[config.mk]
export PLATFORM = sky130hd
export DESIGN_NAME = uart_tx_frame_flat
export DESIGN_NICKNAME = d
export VERILOG_FILES = /design/src/rtl/uart_tx_frame_if.sv /design/src/rtl/uart_tx_frame.sv /design/src/flat_wrapper.sv
export SDC_FILE = /design/constraint.sdc
export NUM_CORES = 1
export LEC_CHECK = 0
export ABC_AREA = 1
export CORE_MARGIN = 3
export CORE_UTILIZATION = 45
export CTS_CLUSTER_DIAMETER = 60
export CTS_CLUSTER_SIZE = 25
export DETAILED_ROUTE_END_ITERATION = 7
export PLACE_DENSITY = 0.78
export SLEW_MARGIN = 10
export SYNTH_ARGS = -nofsm -noshare
export SYNTH_HDL_FRONTEND = slang
export SYNTH_SLANG_ARGS = --single-unit
[constraint.sdc]
create_clock -name CLK -period 3 [get_ports CLK]
set_input_delay 0.3 -clock CLK [delete_from_list [all_inputs] [get_ports CLK]]
set_output_delay 0.3 -clock CLK [all_outputs]
set_load 0.05 [all_outputs]
[src/rtl/uart_tx_frame_if.sv]
// Byte-in / serial-out bundle between a byte source and the UART TX framer.
// Latency: none, wires only.
// Backpressure: the source may present a new byte only while Busy is low.
interface uart_tx_frame_if #(
  parameter int DATA_WIDTH = 8
);
  logic [DATA_WIDTH-1:0] P_DATA;
  logic                  Data_Valid;
  logic                  PAR_EN;
  logic                  par_bit;
  logic                  TX_OUT;
  logic                  Busy;

  // Byte source side
  modport master (
    output P_DATA, Data_Valid, PAR_EN, par_bit,
    input  TX_OUT, Busy
  );

  // Serializer side
  modport slave (
    input  P_DATA, Data_Valid, PAR_EN, par_bit,
    output TX_OUT, Busy
  );
endinterface

[src/rtl/uart_tx_frame.sv]
// UART TX framer: start bit, data LSB first, optional parity bit, stop bit; one bit per CLK.
// Latency: byte accepted in cycle N drives the start bit (TX_OUT=0, Busy=1) in cycle N+1.
// Backpressure: Data_Valid is only honoured in IDLE; requests during a frame are dropped.
// Build option: define UART_TX_TWO_STOP_EN for two stop bits instead of one.
module uart_tx_frame #(
  parameter int DATA_WIDTH = 8
) (
  input logic          CLK,
  input logic          RST,
  uart_tx_frame_if.slave bus
);

  localparam int CW = (DATA_WIDTH > 1) ? $clog2(DATA_WIDTH) : 1;
  localparam logic [CW-1:0] LAST_BIT = CW'(DATA_WIDTH - 1);

  typedef enum logic [2:0] {
    IDLE   = 3'd0,
    START  = 3'd1,
    DATA   = 3'd2,
    PARITY = 3'd3,
    STOP   = 3'd4
  } state_t;

  state_t                state_q, state_d;
  logic [CW-1:0]         cnt_q, cnt_d;
  logic [DATA_WIDTH-1:0] shift_q, shift_d;
  logic                  par_q, par_d;
  logic                  par_en_q, par_en_d;
  logic                  tx_q, tx_d;
  logic                  busy_q, busy_d;
`ifdef UART_TX_TWO_STOP_EN
  logic                  stop_cnt_q, stop_cnt_d;
`endif

  // Next-state logic, then line/busy values derived from the state being entered
  // so that both outputs can be registered and stay aligned with each other.
  always_comb begin
    state_d  = state_q;
    cnt_d    = cnt_q;
    shift_d  = shift_q;
    par_d    = par_q;
    par_en_d = par_en_q;
`ifdef UART_TX_TWO_STOP_EN
    stop_cnt_d = stop_cnt_q;
`endif

    case (state_q)
      IDLE: begin
        // par_bit is only meaningful while Data_Valid is high, so grab it now.
        if (bus.Data_Valid) begin
          state_d  = START;
          shift_d  = bus.P_DATA;
          par_d    = bus.par_bit;
          par_en_d = bus.PAR_EN;
        end
      end
      START: begin
        state_d = DATA;
        cnt_d   = '0;
      end
      DATA: begin
        if (cnt_q == LAST_BIT) begin
          state_d = par_en_q ? PARITY : STOP;
        end else begin
          cnt_d   = cnt_q + CW'(1);
          shift_d = shift_q >> 1;
        end
      end
      PARITY: begin
        state_d = STOP;
      end
      STOP: begin
`ifdef UART_TX_TWO_STOP_EN
        if (!stop_cnt_q) begin
          stop_cnt_d = 1'b1;
        end else begin
          stop_cnt_d = 1'b0;
          state_d    = IDLE;
        end
`else
        state_d = IDLE;
`endif
      end
      default: begin
        state_d = IDLE;
      end
    endcase

    // Line is high in IDLE and STOP; Busy covers every state except IDLE.
    tx_d   = 1'b1;
    busy_d = 1'b1;
    case (state_d)
      IDLE:    busy_d = 1'b0;
      START:   tx_d   = 1'b0;
      DATA:    tx_d   = shift_d[0];
      PARITY:  tx_d   = par_d;
      default: tx_d   = 1'b1;
    endcase
  end

  // State and output registers; reset wins over any simultaneous request.
  always_ff @(posedge CLK) begin
    if (RST) begin
      state_q  <= IDLE;
      cnt_q    <= '0;
      shift_q  <= '0;
      par_q    <= 1'b0;
      par_en_q <= 1'b0;
      tx_q     <= 1'b1;
      busy_q   <= 1'b0;
`ifdef UART_TX_TWO_STOP_EN
      stop_cnt_q <= 1'b0;
`endif
    end else begin
      state_q  <= state_d;
      cnt_q    <= cnt_d;
      shift_q  <= shift_d;
      par_q    <= par_d;
      par_en_q <= par_en_d;
      tx_q     <= tx_d;
      busy_q   <= busy_d;
`ifdef UART_TX_TWO_STOP_EN
      stop_cnt_q <= stop_cnt_d;
`endif
    end
  end

  assign bus.TX_OUT = tx_q;
  assign bus.Busy   = busy_q;

endmodule

[src/flat_wrapper.sv]
// flat-port wrapper written by rule: the top's interface ports become plain ports
module uart_tx_frame_flat 
#(
  parameter int DATA_WIDTH = 8
)
  (CLK, RST, bus_P_DATA, bus_Data_Valid, bus_PAR_EN, bus_par_bit, bus_TX_OUT, bus_Busy);
  uart_tx_frame_if #(.DATA_WIDTH(DATA_WIDTH)) bus_i ();
  input logic CLK;
  input logic RST;
  input wire logic [$bits(bus_i.P_DATA)-1:0] bus_P_DATA;
  input wire logic [$bits(bus_i.Data_Valid)-1:0] bus_Data_Valid;
  input wire logic [$bits(bus_i.PAR_EN)-1:0] bus_PAR_EN;
  input wire logic [$bits(bus_i.par_bit)-1:0] bus_par_bit;
  output wire logic [$bits(bus_i.TX_OUT)-1:0] bus_TX_OUT;
  output wire logic [$bits(bus_i.Busy)-1:0] bus_Busy;
  assign bus_i.P_DATA = bus_P_DATA;
  assign bus_i.Data_Valid = bus_Data_Valid;
  assign bus_i.PAR_EN = bus_PAR_EN;
  assign bus_i.par_bit = bus_par_bit;
  assign bus_TX_OUT = bus_i.TX_OUT;
  assign bus_Busy = bus_i.Busy;
  uart_tx_frame #(.DATA_WIDTH(DATA_WIDTH)) u_core (.CLK(CLK), .RST(RST), .bus(bus_i));
endmodule
Word-level counts from Yosys, hierarchy flattened
Index checks and enable logic that the tools add are counted.
Storage, ports and cells
  bits in registers: 18
  logic and storage cells: 38
Operators by class
  add/subtract/negate cells: 1
  equal/unequal tests: 9
  multiplexer cells: 13
  reduce and logical (&&, ||, !) cells: 7
Operator list (count)
  2-to-1 mux 8 bit: 2
  one-hot mux 8 bit (2 select lines): 1
  == test 3 x 2 -> 1 bit (second input constant): 4
  2-to-1 mux 3 bit: 4
  one-hot mux 3 bit (4 select lines): 1
  == test 3 x 1 -> 1 bit (second input constant): 2
  logical NOT 3 bit: 2
  one-hot mux 3 bit (2 select lines): 1
  inequality test 2 bit (second input constant): 2
  AND reduction 2 bit: 2
  nonzero test 2 bit: 2
  adder 3 x 1 -> 3 bit (second input constant): 1
  == test 3 bit (second input constant): 1
  2-to-1 mux 1 bit: 3
  one-hot mux 1 bit (3 select lines): 1
  AND reduction 3 bit: 1

Longest topological paths before layout
Gate-level depths: netlist of run 1.
  depth after elaboration: 5
  gate-level depth with buffers: 9
  depth with buffers taken out: 9

Worst setup path before layout of run 1
OpenSTA, ideal clock, no wires.
  path type: flip-flop to flip-flop
  from: register u_core.cnt_q[0]
  to: register u_core.tx_q (netlist: u_core.bus.TX_OUT)
  data arrival time: 1.324 ns
  required time: 2.886 ns
  path slack: 1.561 ns
  cell stages (with the launch flop): 10
  buffers on the path: 1
  clock period less this slack: 1.439 ns
  path through: dfxtp_1 ha_1 ha_1 nor2_4 nand2_1 buf_4 nand3_2 nand2_1 nand2_1 nand2_1
On the way
  longest elaborated chain between the ends: 5
  elaborated cells on any way between the ends: 9
  those cells by class: eq/ne (4); mux (5)
RTL lines
  start: declaration: line uart_tx_frame.sv:25  | logic [CW-1:0] cnt_q, cnt_d;
  start signal: assignment: line uart_tx_frame.sv:116  | cnt_q <= cnt_d;
  == test 3 bit (*): line uart_tx_frame.sv:62  | if (cnt_q == LAST_BIT) begin
  2-to-1 mux 3 bit: line uart_tx_frame.sv:62
  one-hot mux 3 bit (4 select lines): line uart_tx_frame.sv:47  | case (state_q)
  == test 3 x 2 -> 1 bit or == test 3 x 1 -> 1 bit (tied branches): line uart_tx_frame.sv:92  | case (state_d)
  one-hot mux 1 bit (3 select lines) (*): line uart_tx_frame.sv:92
  end signal: assignment: line uart_tx_frame.sv:120  | tx_q <= tx_d;
  end: declaration: line uart_tx_frame.sv:29  | logic tx_q, tx_d;
Every way passes the cells marked *; elsewhere a longest branch is shown, timed or not. The select of a mux whose other input is x is not followed.
A chain may end at the register's enable or synchronous reset.

Final worst setup path of run 1
  from: register u_core.cnt_q[0]
  to: register u_core.cnt_q[2]
On the way
  longest elaborated chain between the ends: 3
  elaborated cells on any way between the ends: 6
  those cells by class: add/sub (1); eq/ne (2); mux (2); reduce/logical (1)
RTL lines (line)
  adder 3 x 1 -> 3 bit or == test 3 bit (tied branches): uart_tx_frame.sv:65, uart_tx_frame.sv:62
  2-to-1 mux 3 bit or inequality test 2 bit (tied branches)
  one-hot mux 3 bit (2 select lines) or AND reduction 2 bit (tied branches)
Several ways; a longest one is shown, not always the timed one. The select of a mux whose other input is x is not followed.

==> qor.log, run 1 <==
INFO  timing         fin_hold_ws=481ps
INFO  detailed_routing drt_first_pass_iters=5
INFO  logic_synthesis ys.flop_type=sky130_fd_sc_hd__dfxtp_1
INFO  floorplan      die_height=49.1um
INFO  timing         skew=9.53ps
INFO  logic_synthesis post_synth_most_frequent_cells=27 x sky130_fd_sc_hd__nand3_1, 18 x sky130_fd_sc_hd__dfxtp_1, 17 x sky130_fd_sc_hd__nand2_1
INFO  setup_path     rr_startpoint=u_core.cnt_q[0]
INFO  clocking       maximum_level_of_the_cts_h_tree=1
INFO  global_route   antenna_found_initial=0
INFO  floorplan      start_util=51.2%
INFO  clocking       clkLatencyLatePin=300ps
INFO  timing         hold_viol_final=0
INFO  detailed_routing routed_wl=1.67mm
INFO  logic_synthesis post_synth_inst_count=111
INFO  flow_run       max_cap_viol_count=0
INFO  setup_path     worst_setup_path_startpoint=u_core.cnt_q[0]
INFO  detailed_routing drt_first_iter_violations=22
INFO  power_and_ir_drop ir_drop=0.344mV
INFO  global_route   grt_first_pass_wirelength=2.94mm
INFO  logic_synthesis yosysTopAreaCellShare=43.2%
INFO  setup_path     timing.reg2reg.setup_slack=1180ps
INFO  clocking       path_clk_slew=100ps
INFO  global_route   global_route.usage.total=15.5%
INFO  placement      pre_cts_ws=1210ps
INFO  detailed_routing ant_nets=0
INFO  placement      postPlaceCellArea=977um2
INFO  setup_path     maximum_fanout_encountered_on_the_critical_timing_path=11
INFO  placement      buffer_ports.inserted=14
INFO  setup_path     cp-start-kind=flip-flop
INFO  setup_path     reg2regPathDepth=7
INFO  logic_synthesis ys_seq_elements=18
INFO  timing         timing.final.setup_violations=0
INFO  setup_path     timing_worst_setup_path_type=flip-flop to flip-flop
INFO  floorplan      io_pins=15
INFO  clocking       cts_resized=0
INFO  logic_synthesis synth_largest_area_cell=sky130_fd_sc_hd__dfxtp_1
INFO  clocking       cts_post_setup_buffers_inserted=0
INFO  logic_synthesis seq_area_frac_synth=43.2%
INFO  timing         setup_tns=0ps
INFO  power_and_ir_drop powerDensity=503nW/um2
INFO  timing         worst_slew_pin_slew=559ps
INFO  global_route   grt_pass1_vias=684
INFO  setup_path     timing.critical_path.to=u_core.cnt_q[2]
INFO  timing         clock.fmax=549MHz
INFO  logic_synthesis synth_enable_flop_cells=0
INFO  logic_synthesis ys.warnings.count=0
INFO  power_and_ir_drop post-layout-total-power=0.510mW
INFO  timing         timing.final.crit_period=1820ps
INFO  detailed_routing drcViolationCount=0
INFO  logic_synthesis synth_area=835um2
INFO  clocking       clockRootBuffer=sky130_fd_sc_hd__clkbuf_4
INFO  detailed_routing viasPerCell=5.39
INFO  floorplan      site_row_count=14
INFO  detailed_routing via_count=798
INFO  setup_path     r2r-end=u_core.cnt_q[2]
INFO  global_route   grt_overflow_total=0
INFO  logic_synthesis synth_fp_nets=126
INFO  logic_synthesis async_s_r_ff_share_synth=0%
INFO  logic_synthesis syn_area_per_cell=7.52um2
INFO  timing         timing.final.crit_share=60.7%
INFO  logic_synthesis synth_area_leaders=sky130_fd_sc_hd__dfxtp_1 43%, sky130_fd_sc_hd__nand3_1 16%, sky130_fd_sc_hd__nand2_1 7.6%
INFO  setup_path     crit_required=3220ps
INFO  clocking       tritoncts_sinks=18
INFO  clocking       tritoncts.num_buffers=3
INFO  placement      hpwlAfterDp=1.23mm
INFO  final_layout   flow.area_growth_from_synthesis=21.4%
INFO  floorplan      floorplan.die_area=2410um2
INFO  final_layout   antennaDiodeCount=0
INFO  global_route   grt_max_degree=18
INFO  power_and_ir_drop p_leak=0.421nW
INFO  clocking       tritoncts=yes
INFO  setup_path     crit_arrival=2040ps
INFO  timing         rsz0062_at_grt=no
INFO  detailed_routing drt_wl_cell=11.3um
INFO  final_layout   fill_cells=156
INFO  final_layout   layout.nets=140
INFO  timing         slew_violations=0
INFO  setup_path     worst_setup_path_end_kind=flip-flop
INFO  floorplan      chipWidth=49.1um
INFO  status         outcome=completed
INFO  clocking       ctsLongestPathBuffers=2
INFO  logic_synthesis yosysMostFrequentCell=sky130_fd_sc_hd__nand3_1
INFO  final_layout   final_layout_size_suffix_gt1_share=8.06%
INFO  timing         max_slew_margin=62.6%
INFO  placement      place_congestion=0.823
INFO  logic_synthesis yosysUniqueCellTypes=20
INFO  final_layout   postLayoutCellArea=1010um2
INFO  timing         final.setup.worst_slack=1180ps
INFO  min_path       timing.hold.worst.class=flip-flop to flip-flop
INFO  floorplan      floorplan.core_area=1630um2
INFO  clocking       holdBufCountCts=0
-- placed cells by master (no fill, tap or decap) --
cell,count
sky130_fd_sc_hd__a21oi_1,10
sky130_fd_sc_hd__a31oi_1,7
sky130_fd_sc_hd__clkbuf_4,3
sky130_fd_sc_hd__clkbuf_8,1
sky130_fd_sc_hd__clkdlybuf4s50_1,14
sky130_fd_sc_hd__dfxtp_1,18
sky130_fd_sc_hd__ha_1,2
sky130_fd_sc_hd__inv_1,11
sky130_fd_sc_hd__inv_2,1
sky130_fd_sc_hd__nand2_1,17
sky130_fd_sc_hd__nand2_2,1
sky130_fd_sc_hd__nand3_1,27
sky130_fd_sc_hd__nand3_2,1
sky130_fd_sc_hd__nand4_1,1
sky130_fd_sc_hd__nor2_1,3
sky130_fd_sc_hd__nor2_2,1
sky130_fd_sc_hd__nor2_4,2
sky130_fd_sc_hd__nor3_1,1
sky130_fd_sc_hd__nor4_1,1
sky130_fd_sc_hd__o21ai_0,2
-- how the worst min path moves through the flow --
stage / from / end / slack [ps] / cells past startpoint
2_1_floorplan: bus_par_bit / u_core.par_q / 440 / 2
3_3_place_gp: u_core.par_en_q / u_core.par_en_q / 450 / 2
3_5_place_dp: u_core.par_en_q / u_core.par_en_q / 460 / 2
4_1_cts: u_core.par_en_q / u_core.par_en_q / 480 / 2
5_1_grt: u_core.shift_q[0] / u_core.shift_q[0] / 510 / 2
6_report: u_core.par_en_q / u_core.par_en_q / 480 / 2
-- routing by layer --
metal  vias up  global-route usage (%)  routed length [um]
li1        406                       -                   -
met1       367                    21.0                 775
met2        23                    22.5                 757
met3         2                    6.12                 127
met4         0                    4.27                   8
met5         -                       0                   0
-- final cells by class --
type / count / area (um2) / share of cell area, %
Timing Repair Buffer: 14 / 140 / 13.8
Sequential cell: 18 / 360 / 35.6
Multi-Input combinational cell: 76 / 402 / 39.6
Inverter: 12 / 45.0 / 4.44
Clock buffer: 4 / 36.3 / 3.58
Tap cell: 24 / 30.0 / 2.96
-- critical path, stage by stage, from the launching register on --
cell	delay [ps]
sky130_fd_sc_hd__dfxtp_1	340
sky130_fd_sc_hd__ha_1	210
sky130_fd_sc_hd__ha_1	240
sky130_fd_sc_hd__nor2_4	220
sky130_fd_sc_hd__nand2_1	280
sky130_fd_sc_hd__nand2_1	230
sky130_fd_sc_hd__nand3_1	90
sky130_fd_sc_hd__a21oi_1	130
-- per-stage QoR --
step	utilization, %	std cells
final	62.2	148
after global placement	60.0	144
after floorplan	-	111
after detailed placement	60.0	144
after CTS	62.2	148
after global routing	62.2	148
-- sequential cells by signal, summed over array words and instances (netlist names) --
| register | flops |
|---|---|
| u_core.bus.Busy | 1 |
| u_core.par_en_q | 1 |
| u_core.state_q | 3 |
| u_core.shift_q | 8 |
| u_core.bus.TX_OUT | 1 |
| u_core.par_q | 1 |
| u_core.cnt_q | 3 |
-- report_power, final --
group / switching, mW / internal, mW / total [mW]
clock: 0.0742 / 0.0740 / 0.148
combinational: 0.0576 / 0.0383 / 0.0959
sequential: 0.0101 / 0.256 / 0.266
total: 0.142 / 0.368 / 0.510
-- cells by family after synthesis --
kind of cell	after synthesis	synth area share (%)
simple gates	55	32.7
compound gates	19	12.4
fa+ha+maj	2	3.00
flops	18	43.2
buf+inv	17	8.69
No activity file was read; power rests on OpenSTA's default activity.
==> run 2, diff against run 1 <==
Settings changed: PLACE_DENSITY 0.78 to 0.81.
Clock period 3 ns to 1.65 ns, I/O delays scaled along.
==> run 2 against run 1 <==
  * Utilization is 2.2 points higher
  * Worst setup slack worse by 1100 ps
  * Global-route usage is 1.4 points higher
==> qor.log, run 2 (synthesis gave the netlist of run 1 again) <==
INFO  clocking       tritoncts=yes
INFO  final_layout   fill_cells=153 [-1.9%]
INFO  global_route   global_route.usage.total=16.9% [+1.4 points]
INFO  floorplan      floorplan.core_area=1630um2 [unchanged]
INFO  timing         clock.fmax=638MHz
INFO  clocking       clkLatencyLatePin=290ps [about the same]
INFO  setup_path     cpMaxStageDelayCell=sky130_fd_sc_hd__clkdlybuf4s50_1
INFO  clocking       maximum_level_of_the_cts_h_tree=1 [unchanged]
INFO  setup_path     timing_worst_setup_path_type=flip-flop to primary output
INFO  timing         worst_slew_pin_slew=487ps [-71.9 ps]
INFO  clocking       ctsLongestPathBuffers=2 [unchanged]
INFO  timing         skew=2.09ps [-7.43 ps]
INFO  final_layout   layout_top_registers=u_core.shift_q: 8 flops, u_core.cnt_q: 3 flops, u_core.state_q: 3 flops
INFO  floorplan      io_pins=15 [unchanged]
INFO  detailed_routing via_count=834 [+4.5%]
INFO  setup_path     timing.critical_path.slowest_cell_delay=790ps [+450 ps]
INFO  global_route   grt_max_degree=17 [-1]
INFO  detailed_routing drt_first_iter_violations=33 [+50%]
INFO  detailed_routing viasPerCell=5.49 [+1.8%]
INFO  power_and_ir_drop ir_drop=0.594mV [+73%]
INFO  setup_path     worst_setup_path_end_kind=primary output
INFO  timing         slew_violations=0 [unchanged]
INFO  timing         setup_tns=0ps [unchanged]
INFO  detailed_routing drt_first_pass_iters=4 [-1]
INFO  setup_path     crit_required=1480ps [-1740 ps]
INFO  detailed_routing routed_wl=1.90mm [+14%]
INFO  final_layout   mostFrequentLayoutCells=27 x sky130_fd_sc_hd__nand3_1, 18 x sky130_fd_sc_hd__dfxtp_1, 15 x sky130_fd_sc_hd__nand2_1, 14 x sky130_fd_sc_hd__clkdlybuf4s50_1, 11 x sky130_fd_sc_hd__inv_1
INFO  status         outcome=completed
INFO  floorplan      die_height=49.1um [unchanged]
INFO  placement      hpwlAfterDp=1.35mm [+10%]
INFO  timing         timing.final.crit_period=1570ps
INFO  timing         max_slew_margin=67.3% [+4.7 points]
INFO  final_layout   flow.area_growth_from_synthesis=25.6%
INFO  final_layout   regMostFlops=u_core.shift_q
INFO  detailed_routing drt_wl_cell=12.5um [+11%]
INFO  floorplan      site_row_count=14 [unchanged]
INFO  timing         timing.final.setup_violations=0 [unchanged]
INFO  detailed_routing ant_nets=0 [unchanged]
INFO  power_and_ir_drop powerDensity=904nW/um2 [+80%]
INFO  flow_run       max_cap_viol_count=0 [unchanged]
INFO  global_route   antenna_found_initial=0 [unchanged]
INFO  global_route   grt_pass1_vias=763 [+12%]
INFO  min_path       timing.hold.worst.class=input pin to flip-flop
INFO  final_layout   postLayoutCellArea=1050um2 [+3.5%]
INFO  timing         hold_viol_final=0 [unchanged]
INFO  timing         timing.final.crit_share=95.0%
INFO  setup_path     maximum_fanout_encountered_on_the_critical_timing_path=1 [-10]
INFO  detailed_routing drcViolationCount=0 [unchanged]
INFO  placement      place_congestion=0.875 [+6.2%]
INFO  floorplan      chipWidth=49.1um [unchanged]
INFO  global_route   grt_overflow_total=0 [unchanged]
INFO  setup_path     timing.critical_path.buf_inv=1 [+1]
INFO  final_layout   layout_commonest_cell=sky130_fd_sc_hd__nand3_1
INFO  clocking       tritoncts.num_buffers=3 [unchanged]
INFO  clocking       clockRootBuffer=sky130_fd_sc_hd__clkbuf_4
INFO  clocking       tritoncts_sinks=18 [unchanged]
INFO  final_layout   final_layout_size_suffix_gt1_share=12.5% [+4.4 points]
INFO  final_layout   layout.nets=144 [+2.9%]
INFO  clocking       cts_post_setup_buffers_inserted=0 [unchanged]
INFO  final_layout   largest_register_ffs=8 [unchanged]
INFO  floorplan      floorplan.die_area=2410um2 [unchanged]
INFO  setup_path     cpLargestDelayFamily=buffers and inverters
INFO  placement      buffer_ports.inserted=14 [unchanged]
INFO  final_layout   antennaDiodeCount=0 [unchanged]
INFO  clocking       path_clk_slew=100ps [about the same]
INFO  setup_path     cp-start-kind=flip-flop
INFO  setup_path     crit_arrival=1400ps [-640 ps]
INFO  setup_path     timing.critical_path.cells=clkdlybuf4s50_1
INFO  power_and_ir_drop p_leak=0.440nW [+4.6%]
INFO  placement      postPlaceCellArea=1010um2 [+3.1%]
INFO  clocking       holdBufCountCts=0 [unchanged]
INFO  timing         rsz0062_at_grt=no
INFO  floorplan      start_util=51.2% [unchanged]
INFO  global_route   grt_first_pass_wirelength=3.21mm [+9.2%]
[run 2: changes by cell type in the layout (fill, tap and decap cells not counted), sizes merged]
cell  change
buf       +4
[run 2: routing by layer]
| metal | up-vias | track usage [%] | wire length [um] |
|---|---|---|---|
| met5 | - | 0 | 0 |
| met4 | 0 | 4.27 | 0 |
| met3 | 0 | 5.20 | 122 |
| met2 | 35 | 30.1 | 932 |
| met1 | 384 | 19.1 | 848 |
| li1 | 415 | - | - |
[run 2: repair_timing]
| action | 4_1_cts | 5_1_grt |
|---|---|---|
| endpoints found under the setup margin | 0 | 4 |
| resized for setup | 0 | 2 |
| endpoints found under the hold margin | 0 | 0 |
[run 2: cell type report]
type	count	area, um2	share of cell area, %
Clock buffer	4	36.3	3.46
Sequential cell	18	360	34.4
Multi-Input combinational cell	76	407	38.8
Inverter	12	45.0	4.30
Tap cell	24	30.0	2.86
Timing Repair Buffer	18	170	16.2
[run 2: worst paths after layout]
check,start,end,slack (ps),cells past startpoint
worst min-delay path,bus_P_DATA[7],u_core.shift_q[7],430,3
worst max-delay path,u_core.bus.Busy,bus_Busy,80,1
worst min register to register,u_core.par_en_q,u_core.par_en_q,500,2
worst max register to register,u_core.cnt_q[0],u_core.cnt_q[1],180,7
[run 2: metrics by stage]
stage,hold slack (ps),cells,utilization [%],power (mW),setup WS (ps)
floorplan,308,111,-,0.613,211
global placement,464,148,61.8,0.675,107
detailed placement,476,148,61.8,0.681,40.3
CTS,431,152,64.1,0.953,24.3
global route,436,152,64.4,1.00,16.7
finish,432,152,64.4,0.948,82.9
[run 2: power breakdown]
| part | total (mW) | leakage, nW | switching, mW | internal (mW) |
|---|---|---|---|---|
| Sequential | 0.484 | 0.148 | 0.0190 | 0.465 |
| Combinational | 0.193 | 0.272 | 0.113 | 0.0792 |
| Clock | 0.271 | 0.0210 | 0.137 | 0.134 |
| Total | 0.948 | 0.440 | 0.269 | 0.679 |
==> run 3, diff against run 2 <==
--- a/config.mk
+++ b/config.mk
@@ -12,5 +12,6 @@
 export CTS_CLUSTER_SIZE = 25
 export DETAILED_ROUTE_END_ITERATION = 7
-export PLACE_DENSITY = 0.81
+export PLACE_DENSITY = 0.73
+export REMOVE_ABC_BUFFERS = 1
 export SLEW_MARGIN = 10
 export SYNTH_ARGS = -nofsm -noshare
==> constraint.sdc (replaced) <==
create_clock -name CLK -period 1.65 [get_ports CLK]
set_input_delay 0.33 -clock CLK [delete_from_list [all_inputs] [get_ports CLK]]
set_output_delay 0.33 -clock CLK [all_outputs]
set_load 0.05 [all_outputs]
==> run 3 against run 2 <==
  * Cell count unchanged
  * Sequential power about the same
  * First-iteration DRC count down 91%
  * Fmax up 6.7%
  * Final area down 1.1%
  * Utilization down 0.69 points
  * Clock skew up 4.0 ps
  * Register-to-register slack about the same
  * Worst hold slack better by 55 ps
  * Critical path type is now flip-flop to flip-flop
==> qor.log, run 3 (synthesis gave the netlist of run 1 again) <==
INFO  status         outcome=completed
INFO  setup_path     reg2regPathDepth=7 [unchanged]
INFO  setup_path     timing.critical_path.slowest_cell_delay=340ps [-450 ps]
INFO  timing         hold_viol_final=0 [unchanged]
INFO  setup_path     worst_setup_path_end_kind=flip-flop
INFO  setup_path     cp.depth=7 [+6]
INFO  global_route   grt_util_met3=2.45% [-2.8 points]
INFO  detailed_routing routed_wl=1.75mm [-8.1%]
INFO  floorplan      site_row_count=14 [unchanged]
INFO  final_layout   layout.area.seq=360um2 [unchanged]
INFO  timing         clock.fmax=681MHz [+6.7%]
INFO  timing         setup_tns=0ps [unchanged]
INFO  clocking       cts_resized=0 [unchanged]
INFO  floorplan      floorplan.core_area=1630um2 [unchanged]
INFO  global_route   grt_met1_use=20.3% [+1.2 points]
INFO  global_route   grt_max_degree=15 [-2]
INFO  min_path       timing.hold.worst.class=flip-flop to flip-flop
INFO  clocking       holdBufCountCts=0 [unchanged]
INFO  setup_path     crit_required=1820ps [+340 ps]
INFO  final_layout   final_layout_size_suffix_gt1_share=14.1% [+1.6 points]
INFO  detailed_routing drt_wl_cell=11.5um [-8.1%]
INFO  global_route   gr-usage-met2=25.9% [-4.2 points]
INFO  timing         worst_slew_pin_slew=554ps [+67.2 ps]
INFO  timing         timing.final.setup_violations=0 [unchanged]
INFO  timing         timing.final.crit_period=1470ps [-98.1 ps]
INFO  timing         rsz0062_at_grt=no
INFO  final_layout   flow.area_growth_from_synthesis=24.3%
INFO  detailed_routing via_count=799 [-4.2%]
INFO  power_and_ir_drop p_leak=0.439nW [-0.30%]
INFO  setup_path     cpLargestDelayFamily=adder cells
INFO  floorplan      floorplan.die_area=2410um2 [unchanged]
INFO  global_route   global_route.usage.total=15.9% [-1.0 points]
INFO  setup_path     cp-start-kind=flip-flop
INFO  setup_path     cpMaxStageDelayCell=sky130_fd_sc_hd__dfxtp_1
INFO  clocking       tritoncts=yes
INFO  placement      place_congestion=0.791 [-9.6%]
INFO  final_layout   layout_top_registers=u_core.shift_q: 8 flops, u_core.cnt_q: 3 flops, u_core.state_q: 3 flops
INFO  clocking       tritoncts_sinks=18 [unchanged]
INFO  clocking       path_clk_slew=100ps [about the same]
INFO  placement      buffer_ports.inserted=14 [unchanged]
INFO  global_route   grt_first_pass_wirelength=3.06mm [-4.5%]
INFO  clocking       clkLatencyLatePin=280ps [about the same]
INFO  timing         fin_hold_ws=487ps [+54.8 ps]
INFO  final_layout   antennaDiodeCount=0 [unchanged]
INFO  clocking       tritoncts.num_buffers=3 [unchanged]
INFO  clocking       maximum_level_of_the_cts_h_tree=1 [unchanged]
INFO  final_layout   mostFrequentLayoutCells=27 x sky130_fd_sc_hd__nand3_1, 18 x sky130_fd_sc_hd__dfxtp_1, 15 x sky130_fd_sc_hd__nand2_1, 12 x sky130_fd_sc_hd__clkdlybuf4s50_1, 11 x sky130_fd_sc_hd__inv_1
INFO  final_layout   regMostFlops=u_core.shift_q
INFO  floorplan      io_pins=15 [unchanged]
INFO  power_and_ir_drop post-layout-total-power=0.882mW [-6.9%]
INFO  detailed_routing drcViolationCount=0 [unchanged]
INFO  floorplan      chipWidth=49.1um [unchanged]
INFO  power_and_ir_drop ir_drop=0.529mV [-11%]
INFO  final_layout   largest_register_ffs=8 [unchanged]
INFO  global_route   grt_overflow_total=0 [unchanged]
INFO  min_path       min_path_cells=2 [-1]
INFO  final_layout   fill_cells=161 [+5.2%]
INFO  global_route   antenna_found_initial=0 [unchanged]
INFO  global_route   grt_pass1_vias=742 [-2.8%]
INFO  floorplan      start_util=51.2% [unchanged]
INFO  detailed_routing ant_nets=0 [unchanged]
INFO  setup_path     maximum_fanout_encountered_on_the_critical_timing_path=7 [+6]
INFO  final_layout   finish.utilization=63.7% [-0.69 points]
INFO  placement      place_inst=149 [+0.68%]
INFO  final_layout   multi_input_comb_area=407um2 [unchanged]
INFO  clocking       clockRootBuffer=sky130_fd_sc_hd__clkbuf_4
INFO  timing         skew=6.08ps [+3.99 ps]
INFO  final_layout   layout_commonest_cell=sky130_fd_sc_hd__nand3_1
INFO  flow_run       max_cap_viol_count=0 [unchanged]
INFO  setup_path     timing.critical_path.buf_inv=1 [unchanged]
INFO  timing         max_slew_margin=62.8% [-4.5 points]
INFO  detailed_routing viasPerCell=5.26 [-4.2%]
INFO  power_and_ir_drop powerDensity=851nW/um2 [-5.9%]
INFO  global_route   gr-max-usage-layer=met2
INFO  clocking       ctsLongestPathBuffers=2 [unchanged]
INFO  setup_path     crit_top_cell=sky130_fd_sc_hd__ha_1
INFO  timing         timing.final.crit_share=89.0% [-5.9 points]
INFO  timing         slew_violations=0 [unchanged]
INFO  final_layout   post_layout_nonfiller_instances=152 [unchanged]
INFO  setup_path     timing_worst_setup_path_type=flip-flop to flip-flop
INFO  clocking       cts_post_setup_buffers_inserted=0 [unchanged]
INFO  detailed_routing drt_first_pass_iters=4 [unchanged]
INFO  placement      hpwlAfterDp=1.31mm [-3.0%]
INFO  setup_path     timing.critical_path.cells=ha_1 -> ha_1 -> nor2_4 -> nand2_2 -> buf_4 -> nand3_1 -> a31oi_1
INFO  setup_path     crit_arrival=1640ps [+240 ps]
INFO  floorplan      die_height=49.1um [unchanged]
INFO  final_layout   layout.nets=145 [+0.69%]
INFO  detailed_routing drt_first_iter_violations=3 [-91%]
==> run 3: cell count changes in the layout (fill, tap and decap cells not counted), sizes merged <==
cell	previous run	this run
buf	4	7
clkdlybuf4s50	14	12
clkbuf	4	3
==> run 3: tightest hold or removal path: cells and delay by family (launching register included) <==
family,cells,cell delay (ps)
simple gates,1,70
flops,1,320
compound gates,1,60
==> run 3: power breakdown <==
part	internal, mW	switching (mW)
Sequential	0.465	0.0182
Clock	0.0846	0.125
Combinational	0.0794	0.110
Total	0.629	0.253
==> run 3: per-stage QoR <==
step           setup WS [ps]  area (um2)
5_1_grt                 70.7        1040
6_report                 181        1040
4_1_cts                  120        1030
3_3_place_gp             114        1010
3_5_place_dp            79.3        1010
2_1_floorplan            134         807
==> run 3: metal layers <==
metal / share of wire, % / vias to the layer above
met5: 0 / -
li1: - / 422
met3: 3.6 / 2
met1: 51 / 362
met4: 0.92 / 0
met2: 45 / 13
==> run 3: layout make-up <==
type | count | area share (%)
clock buffer | 3 | 2.17
inverter | 12 | 4.34
multi-input combinational | 76 | 39.2
sequential | 18 | 34.7
tap | 24 | 2.90
timing repair buffer | 19 | 16.6
==> run 3: path summary, 6_finish.rpt <==
check                                  startpoint                 to  slack (ps)
worst min register to register  u_core.shift_q[0]  u_core.shift_q[0]         490
worst max register to register    u_core.cnt_q[0]  u_core.shift_q[5]         180
worst max-delay path              u_core.cnt_q[0]  u_core.shift_q[5]         180
worst min-delay path            u_core.shift_q[0]  u_core.shift_q[0]         490
